**config.mk**
```make
export PLATFORM = sky130hd
export DESIGN_NAME = usr_cmd_sequencer
export DESIGN_NICKNAME = d
export VERILOG_FILES = /design/src/rtl/usr_cmd_sequencer.sv
export SDC_FILE = /design/constraint.sdc
export NUM_CORES = 1
export LEC_CHECK = 0
export BUFFER_PORTS_ARGS = -buffer_cell sky130_fd_sc_hd__buf_2
export CORE_MARGIN = 10
export CORE_UTILIZATION = 30
export DETAILED_ROUTE_END_ITERATION = 7
export HOLD_SLACK_MARGIN = 0.08
export SLEW_MARGIN = 20
export SYNTH_ARGS = -nofsm -noshare
export SYNTH_HDL_FRONTEND = slang
export SYNTH_SLANG_ARGS = --single-unit
```
**constraint.sdc**
```tcl
create_clock -name clk -period 3.9 [get_ports clk]
set_input_delay 0.78 -clock clk [delete_from_list [all_inputs] [get_ports clk]]
set_output_delay 0.78 -clock clk [all_outputs]
set_load 0.02 [all_outputs]
```
**src/rtl/usr_cmd_sequencer.sv**
```systemverilog
// usr_cmd_sequencer: queues shift-register commands in a small FIFO and plays
// each one out onto the register's mode/data_in/serial_in inputs for cnt+1
// consecutive cycles. Optional shadow model of the register contents is
// enabled by defining USR_SEQ_SHADOW_EN; otherwise shadow_q is tied to zero.
module usr_cmd_sequencer #(
  parameter int unsigned DEPTH = 4
) (
  input  logic       clk,
  input  logic       rst,
  input  logic       cmd_valid,
  output logic       cmd_ready,
  input  logic [1:0] cmd_op,
  input  logic [3:0] cmd_data,
  input  logic [7:0] cmd_sin,
  input  logic [2:0] cmd_cnt,
  output logic [1:0] mode,
  output logic [3:0] data_in,
  output logic       serial_in,
  output logic       busy,
  output logic       done,
  output logic [3:0] shadow_q
);

  localparam int unsigned AW = $clog2(DEPTH);

  typedef struct packed {
    logic [1:0] op;
    logic [3:0] data;
    logic [7:0] sin;
    logic [2:0] cnt;
  } cmd_t;

  typedef enum logic {IDLE, EXEC} state_t;

  cmd_t        mem [DEPTH];
  logic [AW:0] wr_ptr, rd_ptr, wr_n, rd_n;
  logic        empty, full, push, pop, load;
  cmd_t        head, cur, cur_n;
  state_t      state, state_n;
  logic [2:0]  step, step_n;
  logic [1:0]  mode_n;
  logic [3:0]  data_n;
  logic        sin_n, done_n, busy_n;

  // Extra pointer bit separates full (MSBs differ) from empty (pointers equal).
  assign empty     = (wr_ptr == rd_ptr);
  assign full      = (wr_ptr[AW] != rd_ptr[AW]) && (wr_ptr[AW-1:0] == rd_ptr[AW-1:0]);
  assign cmd_ready = !rst && !full;
  assign push      = cmd_valid && cmd_ready;
  assign head      = mem[rd_ptr[AW-1:0]];

  // FIFO storage write; contents need no reset since pointers gate every read.
  always_ff @(posedge clk) begin
    if (push) mem[wr_ptr[AW-1:0]] <= '{op: cmd_op, data: cmd_data, sin: cmd_sin, cnt: cmd_cnt};
  end

  // Next-state and registered-output values; a new command is loaded either
  // from IDLE or straight out of the final EXEC step so commands run back to back.
  always_comb begin
    state_n = state;
    cur_n   = cur;
    step_n  = step;
    mode_n  = '0;
    data_n  = '0;
    sin_n   = 1'b0;
    done_n  = 1'b0;
    pop     = 1'b0;
    load    = 1'b0;
    case (state)
      IDLE: begin
        if (!empty) load = 1'b1;
      end
      EXEC: begin
        if (step != cur.cnt) begin
          step_n = step + 3'd1;
          mode_n = cur.op;
          data_n = cur.data;
          sin_n  = cur.sin[step_n];
          done_n = (step_n == cur.cnt);
        end else if (!empty) begin
          load = 1'b1;
        end else begin
          state_n = IDLE;
          step_n  = '0;
        end
      end
    endcase
    if (load) begin
      pop     = 1'b1;
      cur_n   = head;
      step_n  = '0;
      state_n = EXEC;
      mode_n  = head.op;
      data_n  = head.data;
      sin_n   = head.sin[0];
      done_n  = (head.cnt == 3'd0);
    end
    wr_n   = wr_ptr + (AW+1)'(push);
    rd_n   = rd_ptr + (AW+1)'(pop);
    busy_n = (state_n == EXEC) || (wr_n != rd_n);
  end

  // State, pointer and output registers.
  always_ff @(posedge clk) begin
    if (rst) begin
      state     <= IDLE;
      cur       <= '0;
      step      <= '0;
      wr_ptr    <= '0;
      rd_ptr    <= '0;
      mode      <= '0;
      data_in   <= '0;
      serial_in <= 1'b0;
      done      <= 1'b0;
      busy      <= 1'b0;
    end else begin
      state     <= state_n;
      cur       <= cur_n;
      step      <= step_n;
      wr_ptr    <= wr_n;
      rd_ptr    <= rd_n;
      mode      <= mode_n;
      data_in   <= data_n;
      serial_in <= sin_n;
      done      <= done_n;
      busy      <= busy_n;
    end
  end

`ifdef USR_SEQ_SHADOW_EN
  // Shadow register applies the step currently presented, mirroring the edge
  // at which the downstream shift register samples it.
  always_ff @(posedge clk) begin
    if (rst) begin
      shadow_q <= '0;
    end else if (state == EXEC) begin
      case (mode)
        2'b00: shadow_q <= shadow_q;
        2'b01: shadow_q <= {serial_in, shadow_q[3:1]};
        2'b10: shadow_q <= {shadow_q[2:0], serial_in};
        2'b11: shadow_q <= data_in;
      endcase
    end
  end
`else
  assign shadow_q = '0;
`endif

endmodule

```
Yosys cells after proc, flatten, opt, wreduce, memory -nomap -nowiden:

Memory sizes are Yosys's and may differ from the RTL's. A register that Yosys moved wholly into a read port is not among the register bits.
Cells that the tools add are included.

* equal/unequal tests: 6
* magnitude comparators: 1
* $mul: 0
* shift-type cells: 0
* muxes and demuxes: 26
* reduce and logical (&&, ||, !) cells: 10
* bitwise operators: 1
* divide/modulo/power cells: 0
* add/sub/neg operators: 3

Operators with widths (count)
* 2-to-1 mux 1 bit: 15
* 2-to-1 mux 4 bit: 3
* 2-to-1 mux 2 bit: 4
* adder 3 x 1 -> 3 bit: 2
* equality test 3 bit: 2
* 2-to-1 mux 3 bit: 2
* != test 3 bit: 2
* < comparator 3 x 4 -> 1 bit (second input constant): 1
* adder 3 x 1 -> 3 bit (second input constant): 1
* binary-select mux 1 bit (select 3 bit): 1
* logical AND 1 bit: 3
* zero test 3 bit: 1
* equality test 2 bit: 1
* zero test 1 bit: 2
* case mux 1 bit (2 select lines): 1
* AND reduction 2 bit: 1
* nonzero test 2 bit: 1
* OR reduction 2 bit: 1
* logical OR 1 bit: 1
* != test 1 bit: 1
* inverter 1 bit: 1

* memory bits (writable): 68
* word-level logic and storage cells: 61
* output and inout bits: 14
* flip-flop bits (word level): 36
* input bits: 20
* ROM bits: 0
* bits in latches: 0
* memories: 1

Memory list
* mem: depth 4, width 17, read ports 1, clocked after Yosys merged registers in 1, write ports 1, line 35 `cmd_t mem [DEPTH];`

Longest topological paths before layout:

Gate-level depths: netlist of the first run.

* word-level depth: 8
* depth in mapped cells: 9
* depth with buffers taken out: 8

Least setup slack after synthesis of the first run:

No wires, ideal clock.

* path type: input -> register
* start point: in rst
* end point: mem mem[0][0] in the netlist's numbering (enable)
* arrival time: 2.379 ns
* buffers on the path: 0
* library setup time: 0.416 ns
* required time: 3.484 ns
* path slack: 1.105 ns
* cell stages on the path: 3
* path through: inv_1 o311a_1 nor3b_1

* cells in the longest elaborated chain, start to end: 5

RTL lines
* from (decl): line 9 `input logic rst,`
* zero test 1 bit: line 48 `assign cmd_ready = !rst && !full;`
* logical AND 1 bit: line 48
* logical AND 1 bit: line 49 `assign push = cmd_valid && cmd_ready;`
* 2-to-1 mux 1 bit: line 54 `if (push) mem[wr_ptr[AW-1:0]] <= '{op: cmd_op, data: cmd_data, sin: cmd_sin, cnt: cmd_cnt};`
* 2-to-1 mux 1 bit (not written as such): line 54
* to (decl): line 35

Every way passes these cells.

Final worst setup path of the first run:

* start point: reg rd_ptr[0]
* end point: reg busy

* cells in the longest elaborated chain, start to end: 8
* elaborated cells between the ends (all ways): 17
* classes of those cells: 2 x add/sub; 3 x eq/ne; 7 x mux; 5 x reduce/logical

RTL lines
* from (decl): line 36 `logic [AW:0] wr_ptr, rd_ptr, wr_n, rd_n;`
* from (signal assigned): line 121 `rd_ptr <= rd_n;`
* equality test 3 bit or equality test 2 bit (tied branches): line 46, 47
* 2-to-1 mux 1 bit or logical AND 1 bit (tied branches): line 71, 80, 47
* 2-to-1 mux 1 bit or zero test 1 bit (tied branches): line 74, 48
* case mux 1 bit (2 select lines) or logical AND 1 bit (tied branches): line 69, 48
* 2-to-1 mux 1 bit or logical AND 1 bit (tied branches): line 88, 49
* adder 3 x 1 -> 3 bit, on equally long branches: line 99, 98
* != test 3 bit: line 100 `busy_n = (state_n == EXEC) || (wr_n != rd_n);`
* logical OR 1 bit *: line 100
* to (signal assigned): line 126 `busy <= busy_n;`
* to (decl): line 19 `output logic busy,`

Mark *: on every way between the ends. The rest lies on a longest branch, timed or not.
A chain may end at the register's enable or synchronous reset.

==> flow_summary.ini, run 1 <==
[floorplanning]
ios = 34
core_um2 = 13800
dieArea_um2 = 19200
rows = 43
start_util_pct = 30.6
die_w_um = 139
die_h_um = 139

[worst_hold_path]
hold_path.class = reg2reg
whs_path_depth = 2

[global_route]
first_global_vias = 2285
grt_use_total_pct = 8.40
grt_max_degree = 38
grt_pass1_wl_mm = 12.6
overflow = 0
antenna_found_initial = 2

[timing]
hold_viol = 0
skew_ns = 0.00462
fin_tns_setup_ns = 0
worst_pin_slew_ns = 0.990
fin_crit_ns = 2.51
fin_ws_ns = 1.39
rsz0062_at_grt = no
period_share_pct = 64.3
slew_headroom_pct = 34.0
setup_violations = 0
fmax_ghz = 0.399
final-max-slew-violation-count = 0

[status]
status = finished clean

[pwr]
p_leak_nw = 1.62
ir_worst_vdd_mv = 0.247
powerDensity_nw_per_um2 = 635

[clocking]
cts_tree = done
holdBufCountCts = 0
post_cts_resized = 0
cts_buffer_depth = 2
clk_pin_slew_worst_paths_ns = 0.07
cts.sinks = 104
insertion_delay_ns = 0.34
cts_buffers = 9
post-cts-setup-buffers = 0
htree_levels = 3
cts-root-buf = clkbuf_16

[route]
drt_iter0_drc = 176
drc = 0
firstDrtPassIters = 4
num_vias = 2174
ant_nets = 0
vias_per_cell = 4.54
wl_per_cell_um = 16.3
routed_wirelength_mm = 7.79

[placed_design]
place.port_buffers = 29
pre_cts_ws_ns = 1.36
gp_congestion = 0.701
dp_hpwl_mm = 4.99

[logic_synthesis]
syn_area_per_cell_um2 = 16.0
synth.distinct_cells = 44
synth_cells = 264
syn_area_um2 = 4230
synth-seq-cells = 104
synth.yosys.seq_area_share_pct = 65.4
yosys_warnings = 0

[setup_path]
end_kind = flip-flop
required_ns = 4.11
startpoint_type = flip-flop
ff2ff_path_depth = 9
worstPathMaxFanout = 19
crit_type = reg2reg
arrival_ns = 2.71

[cells_and_area]
nNetsFinal = 318
drive_gt1_share_pct = 32.6
syn_to_final_growth_pct = 13.6

[flow_run]
drv_cap = 0
cell type report:
cell class	count	area, um2
diodes	1	2.50
clock buffers	9	225
clock inverters	7	71.3
fillers	1320	9030
inverters	1	3.75
multi-input cells	143	1330
flip-flops and latches	104	2760
well taps	180	225
repair buffers	34	183
synthesized netlist by cell type, drive strengths merged:
cell	number	area, um2
dfxtp	36	721
and3b	1	8.76
xor2	8	104
nor3	2	21.3
o31ai	1	21.3
edfxtp	68	2040
a21oi	24	158
nor2b	4	25.0
nand3	17	135
nand2	9	33.8
o31a	1	10.0
mux2i	1	10.0
a31oi	1	6.26
nor2	9	36.3
and3	1	6.26
xnor2	7	61.3
inv	1	3.75
nor4	2	12.5
clkbuf	3	11.3
buf	16	138
or3	1	6.26
a22oi	1	7.51
mux4	19	428
nand4	1	6.26
conb	1	3.75
ha	5	62.6
nor3b	1	7.51
a41oi	1	8.76
mux2	1	11.3
nand3b	2	15.0
o2bb2ai	1	8.76
o21ai	17	85.1
o311a	1	10.0
metal layers:
metal	global-route usage (%)	vias to the layer above	wire (um)
li1	-	1056	-
met1	10.4	1066	3600
met2	12.9	39	3650
met3	2.67	11	370
met4	4.12	2	154
met5	0	-	11
cells in the final DEF (no fill, tap or decap), types with 2 or more instances in the layout:
master / n
nand3_1: 7
nor4_1: 2
nand2_1: 9
nor2_1: 8
buf_2: 29
xor2_2: 2
xor2_1: 5
conb_1: 4
buf_4: 5
dfxtp_1: 36
o21ai_0: 16
nand3_2: 10
clkbuf_16: 9
mux4_2: 19
nor2b_1: 4
xnor2_1: 7
clkinvlp_4: 2
ha_1: 5
a21oi_1: 14
nand3b_1: 2
a21oi_2: 10
edfxtp_1: 68
where the power goes:
| part | internal [mW] | switching, mW |
|---|---|---|
| Combinational | 0.319 | 0.473 |
| Clock | 0.498 | 0.396 |
| Sequential | 1.30 | 0.0634 |
| Total | 2.11 | 0.933 |
per-stage QoR:
step / util (%) / instance area, um2 / power, mW / hold WS [ns] / cells
after floorplan: - / 4240 / 2.06 / 0.433 / 267
after global placement: 32.5 / 4500 / 2.17 / 0.450 / 462
after detailed placement: 32.5 / 4500 / 2.19 / 0.445 / 462
after CTS: 34.7 / 4800 / 3.08 / 0.458 / 478
after global routing: 34.7 / 4800 / 3.22 / 0.479 / 478
final: 34.7 / 4800 / 3.05 / 0.460 / 479
worst max-delay path: stages (launching register included):
cell and delay [ns]:
dfxtp_1 0.31, buf_4 0.34, xor2_2 0.19, nor3_4 0.50, nor2_1 0.14, ha_1 0.22, ha_1 0.18, xnor2_1 0.23
xnor2_1 0.15, a41oi_1 0.11
cell families (layout without fill, tap and decap cells):
kind of cell	Yosys count	in the layout	synth area share [%]
buf+inv	20	51	3.61
other cells	1	5	0.0888
mux	21	21	10.6
simple gates	50	50	7.43
flops	104	104	65.4
xor+xnor	15	15	3.91
compound gates	48	48	7.46
fa+ha+maj	5	5	1.48
worst paths after layout:
check                           slack [ns]  startpoint    endpoint
worst max-delay path                  1.39   rd_ptr[0]        busy
worst min-delay path                  0.46     cur[12]  data_in[1]
worst max register to register        1.39   rd_ptr[0]        busy
worst min register to register        0.46     cur[12]  data_in[1]
state kept, by name, indices dropped and copies added (netlist names):
register   count
cur           17
state          1
mem           68
step           3
busy           1
mode           2
data_in        4
serial_in      1
done           1
wr_ptr         3
rd_ptr         3
(Power assumes the default switching activity.)
==> inputs of run 2 (changes only) <==
clock period = 2.4 ns   (was 3.9 ns; I/O delays follow)
==> run 2 against run 1 <==
Maximum frequency grew 12%. Largest power group unchanged. Via count grew 2.5%. Sequential cell count is the same. Power grew 60%. Global-route usage grew 0.23 points. Largest cell class unchanged. Sequential power grew 63%.
==> flow_summary.ini, run 2 (synthesized netlist as in run 1, its figures left out) <==
[timing]
period_share_pct = 93.6
hold_ws_ns = 0.348
fin_crit_ns = 2.25
skew_ns = 0.00986
setup_violations = 0
worst_pin_slew_ns = 0.967
fmax_ghz = 0.445
slew_headroom_pct = 35.5
final-max-slew-violation-count = 0
hold_viol = 0
fin_tns_setup_ns = 0

[global_route]
grt_use_total_pct = 8.62
grt_max_degree = 38
overflow = 0
first_global_vias = 2330
grt_pass1_wl_mm = 12.9
antenna_found_initial = 1

[setup_path]
ff2ff_path_depth = 3
worstPathMaxFanout = 17
crit_type = reg2reg
path_delay_family = simple AND/OR/NAND/NOR gates
end_kind = flip-flop
arrival_ns = 2.21
rr_startpoint = wr_ptr[0]
path_cells = xor2_2 > o311a_1 > and3b_1
r2r_slack_ns = 0.15
critical_path.max_stage_delay_ns = 0.82
startpoint_type = flip-flop
critPathSlowestCell = and3b_1
critical_path_depth = 3
rr_endpoint = mem[2][10]
required_ns = 2.37
crit_buf_inv = 0

[clocking]
cts_tree = done
clk_pin_slew_worst_paths_ns = 0.07
cts-root-buf = clkbuf_16
cts_buffers = 9
cts.sinks = 104
cts_buffer_depth = 2
htree_levels = 3
post-cts-setup-buffers = 0
insertion_delay_ns = 0.35

[floorplanning]
core_um2 = 13800
dieArea_um2 = 19200
rows = 43
die_h_um = 139
die_w_um = 139
ios = 34
start_util_pct = 30.6

[route]
drt_iter0_drc = 113
firstDrtPassIters = 4
vias_per_cell = 4.63
routed_wirelength_mm = 8.15
dr_wl_met2_mm = 3.88
ant_nets = 0
routedLengthMet1_mm = 3.76
route.met3.wl_um = 418
drc = 0
highest_layer = met4
wl_per_cell_um = 16.9
num_vias = 2229

[worst_hold_path]
hold_path.class = in2reg
hold_path_startpoint = cmd_data[3]
whs_path_depth = 1
hold_end = mem[0][14]

[cells_and_area]
nNetsFinal = 321
final_common_cell = edfxtp_1
final_area_um2 = 4790
syn_to_final_growth_pct = 13.4
largest_reg_flops = 68
insertedDiodeCount = 0
final_cell_mix = 68 x edfxtp_1, 36 x dfxtp_1, 29 x buf_2
drive_gt1_share_pct = 33.2

[placed_design]
gp_congestion = 0.721
post_dp_cell_area_um2 = 4520
dp_hpwl_mm = 5.27
place.port_buffers = 29

[flow_run]
drv_cap = 0

[status]
status = finished clean

[pwr]
ir_worst_vdd_mv = 0.331
powerDensity_nw_per_um2 = 1020
p_leak_nw = 1.62
p_total_mw = 4.88
[run 2: per-stage QoR]
| stage | std cells | setup WS [ns] | utilization, % |
|---|---|---|---|
| after floorplan | 267 | 0.226 | - |
| after global placement | 465 | 0.190 | 32.7 |
| after detailed placement | 465 | 0.105 | 32.7 |
| after CTS | 481 | 0.0812 | 34.6 |
| after global routing | 481 | -0.00755 | 34.6 |
| final | 481 | 0.154 | 34.6 |
[run 2: worst max-delay path by stage]
stage          startpoint    endpoint  slack [ns]
6_report        wr_ptr[0]  mem[2][10]        0.15
2_1_floorplan   rd_ptr[0]   mem[1][0]        0.23
3_3_place_gp    wr_ptr[1]   mem[2][6]        0.19
5_1_grt         wr_ptr[0]  mem[2][10]      -0.008
4_1_cts         wr_ptr[0]  mem[2][10]        0.08
3_5_place_dp    wr_ptr[1]   mem[2][6]        0.11
[run 2: final cells by class]
type | instances | area, um2
sequential | 104 | 2760
inverter | 1 | 3.75
fill | 1314 | 9040
multi-input combinational | 143 | 1330
timing repair buffer | 37 | 205
tap | 180 | 225
clock buffer | 11 | 233
clock inverter | 5 | 33.8
[run 2: power breakdown]
group	internal [mW]	switching [mW]
Sequential	2.11	0.116
Clock	0.702	0.633
Combinational	0.544	0.778
[run 2: timing repair]
item	4_1_cts	5_1_grt
setup endpoints to repair	0	4
hold buffers	0	0
hold endpoints to repair	0	0
gates resized for setup	0	1
[run 2: routing by layer]
layer  up-vias  track usage, %
li1       1064               -
met5         -               0
met2        34            14.0
met3        10            3.63
met4         0            2.80
met1      1121            10.1
[run 2: worst reg2reg max path: cells and delay by family (launching register included)]
family	cells	cell delay [ns]
compound gates	1	0.27
xor+xnor	1	0.30
flops	1	0.47
simple gates	1	0.82
==> inputs of run 3 (changes only) <==
ABC_AREA = 1   (was not set)
==> run 3 against run 2 <==
Largest power group unchanged. Via count is 36% higher. Non-clock buffer count is 8 higher. Sequential share of layout area is 3.2 points lower.
==> flow_summary.ini, run 3 <==
[clocking]
cts_tree = done
post-cts-setup-buffers = 0
insertion_delay_ns = 0.34
holdBufCountCts = 0
post_cts_resized = 0
clk_pin_slew_worst_paths_ns = 0.07
cts-root-buf = clkbuf_16
cts_buffer_depth = 2
htree_levels = 3
cts_buffers = 9
cts.sinks = 104

[setup_path]
worstPathMaxFanout = 14
end_kind = flip-flop
required_ns = 2.65
arrival_ns = 2.31
r2r_slack_ns = 0.33
startpoint_type = flip-flop
rr_endpoint = busy
crit_type = reg2reg
ff2ff_path_depth = 14
rr_startpoint = wr_ptr[2]

[route]
routed_wirelength_mm = 9.24
drt_iter0_drc = 232
wl_per_cell_um = 13.5
num_vias = 3039
drc = 0
firstDrtPassIters = 4
ant_nets = 0
vias_per_cell = 4.44

[pwr]
ir_worst_vdd_mv = 0.371
powerDensity_nw_per_um2 = 1060
p_leak_nw = 2.14

[floorplanning]
core_um2 = 14500
rows = 44
die_w_um = 141
die_h_um = 141
ios = 34
start_util_pct = 30.5
dieArea_um2 = 20000

[worst_hold_path]
hold_path.class = in2reg
hold_end = mem[0][3]
hold_path_startpoint = cmd_sin[0]
whs_path_depth = 1

[cells_and_area]
nFillCells = 1471
drive_gt1_share_pct = 15.2
final_cell_mix = 112 x nand2_1, 73 x nor2_1, 68 x edfxtp_1
largest_reg_flops = 68
register_area_um2 = 2770
nNetsFinal = 521
multi_input_area_um2 = 1370
final_common_cell = nand2_1
insertedDiodeCount = 0
syn_to_final_growth_pct = 14.9

[logic_synthesis]
synth.yosys.seq_area_share_pct = 62.5
synth_top_cell_area_share_pct = 46.2
yosys_warnings = 0
synth.distinct_cells = 27
synth-seq-cells = 104
synth-edff-count = 68
syn_area_per_cell_um2 = 9.63
ys.flop_type = edfxtp_1
synth_common_cells = 113 x nand2_1, 73 x nor2_1, 68 x edfxtp_1
synth_top_area_cell = edfxtp_1
syn_area_um2 = 4420
ys_async_sr_fraction_pct = 0
synth_cells = 459
synth.most_common_cell = nand2_1
synthTopCellsByArea = edfxtp_1 46%, dfxtp_1 16%, nand2_1 9.6%, nor2_1 6.2%, nand3_1 3.5%

[timing]
fin_crit_ns = 2.07
skew_ns = 0.00700
final-max-slew-violation-count = 0
fin_tns_setup_ns = 0
fmax_ghz = 0.483
hold_ws_ns = 0.348
hold_viol = 0
period_share_pct = 86.2
rsz0062_at_grt = no
setup_violations = 0

[global_route]
antenna_found_initial = 1
overflow = 0
first_global_vias = 2941
grt_max_degree = 44
grt_pass1_wl_mm = 15.3
grt_use_total_pct = 9.59

[placed_design]
place.port_buffers = 29
gp_congestion = 0.800
dp_hpwl_mm = 6.51

[status]
status = finished clean

[flow_run]
drv_cap = 0
## run 3: cell count changes after synthesis, moves of 10 or more
cell and change:
a21oi_2 -10, inv_1 +35, mux4_2 -19, nand2_1 +104
nand3_1 +24, nor2_1 +65
## run 3: final cells by class
cell class,count,area share [%]
Sequential cell,104,54.5
Inverter,40,2.96
Multi-Input combinational cell,296,27.0
Timing Repair Buffer,45,5.23
Tap cell,184,4.54
Clock inverter,5,1.23
Clock buffer,11,4.58
## run 3: stage by stage
step | total power [mW] | instances | worst slack [ns] | instance area [um2] | utilization, %
2_1_floorplan | 3.62 | 462 | 0.165 | 4430 | -
3_3_place_gp | 3.96 | 669 | 0.324 | 4780 | 33.0
3_5_place_dp | 4.00 | 669 | 0.256 | 4780 | 33.0
4_1_cts | 5.45 | 685 | 0.237 | 5070 | 35.0
5_1_grt | 5.80 | 685 | 0.0339 | 5080 | 35.1
6_report | 5.39 | 685 | 0.331 | 5080 | 35.1
## run 3: power by group
part / total [mW] / internal, mW / switching (mW)
logic: 1.65 / 0.554 / 1.09
clock network: 1.44 / 0.817 / 0.623
registers: 2.30 / 2.16 / 0.144
## run 3: metal layers
metal	wire length, um	vias to the layer above	GRT usage [%]
li1	-	1566	-
met1	4270	1399	12.7
met2	4360	66	14.6
met3	561	6	3.34
met4	40	2	2.34
met5	7	-	0
## run 3: worst max-delay path: stages, from the launching register on
cell and delay [ns]:
dfxtp_1 0.41, nand2_1 0.10, nand2_1 0.13, nand3_4 0.10
nand2_4 0.17, inv_2 0.09, ha_1 0.19, ha_1 0.30
inv_1 0.05, nand2_1 0.05, nand4_1 0.08, nor2_1 0.11
nand3_1 0.07, nand2_1 0.06, inv_1 0.03
## run 3: logic make-up (layout without fill, tap and decap cells)
family	Yosys count	after routing	synth area share (%)
adder cells (fa/ha/maj)	5	5	1.42
other	1	4	0.0849
AO/OA/AOI/OAI	49	49	5.58
AND/OR/NAND/NOR	231	231	22.1
XOR/XNOR	7	7	1.56
flip-flops	104	104	62.5
buffers and inverters	62	101	6.77
## run 3: how the worst max path moves through the flow
stage	start	end	slack [ns]	cells after the start
floorplan	rd_ptr[1]	mem[0][0]	0.17	9
global placement	step[0]	busy	0.32	16
detailed placement	step[0]	busy	0.26	16
CTS	step[0]	busy	0.24	16
global route	wr_ptr[1]	busy	0.03	17
finish	wr_ptr[2]	busy	0.33	14
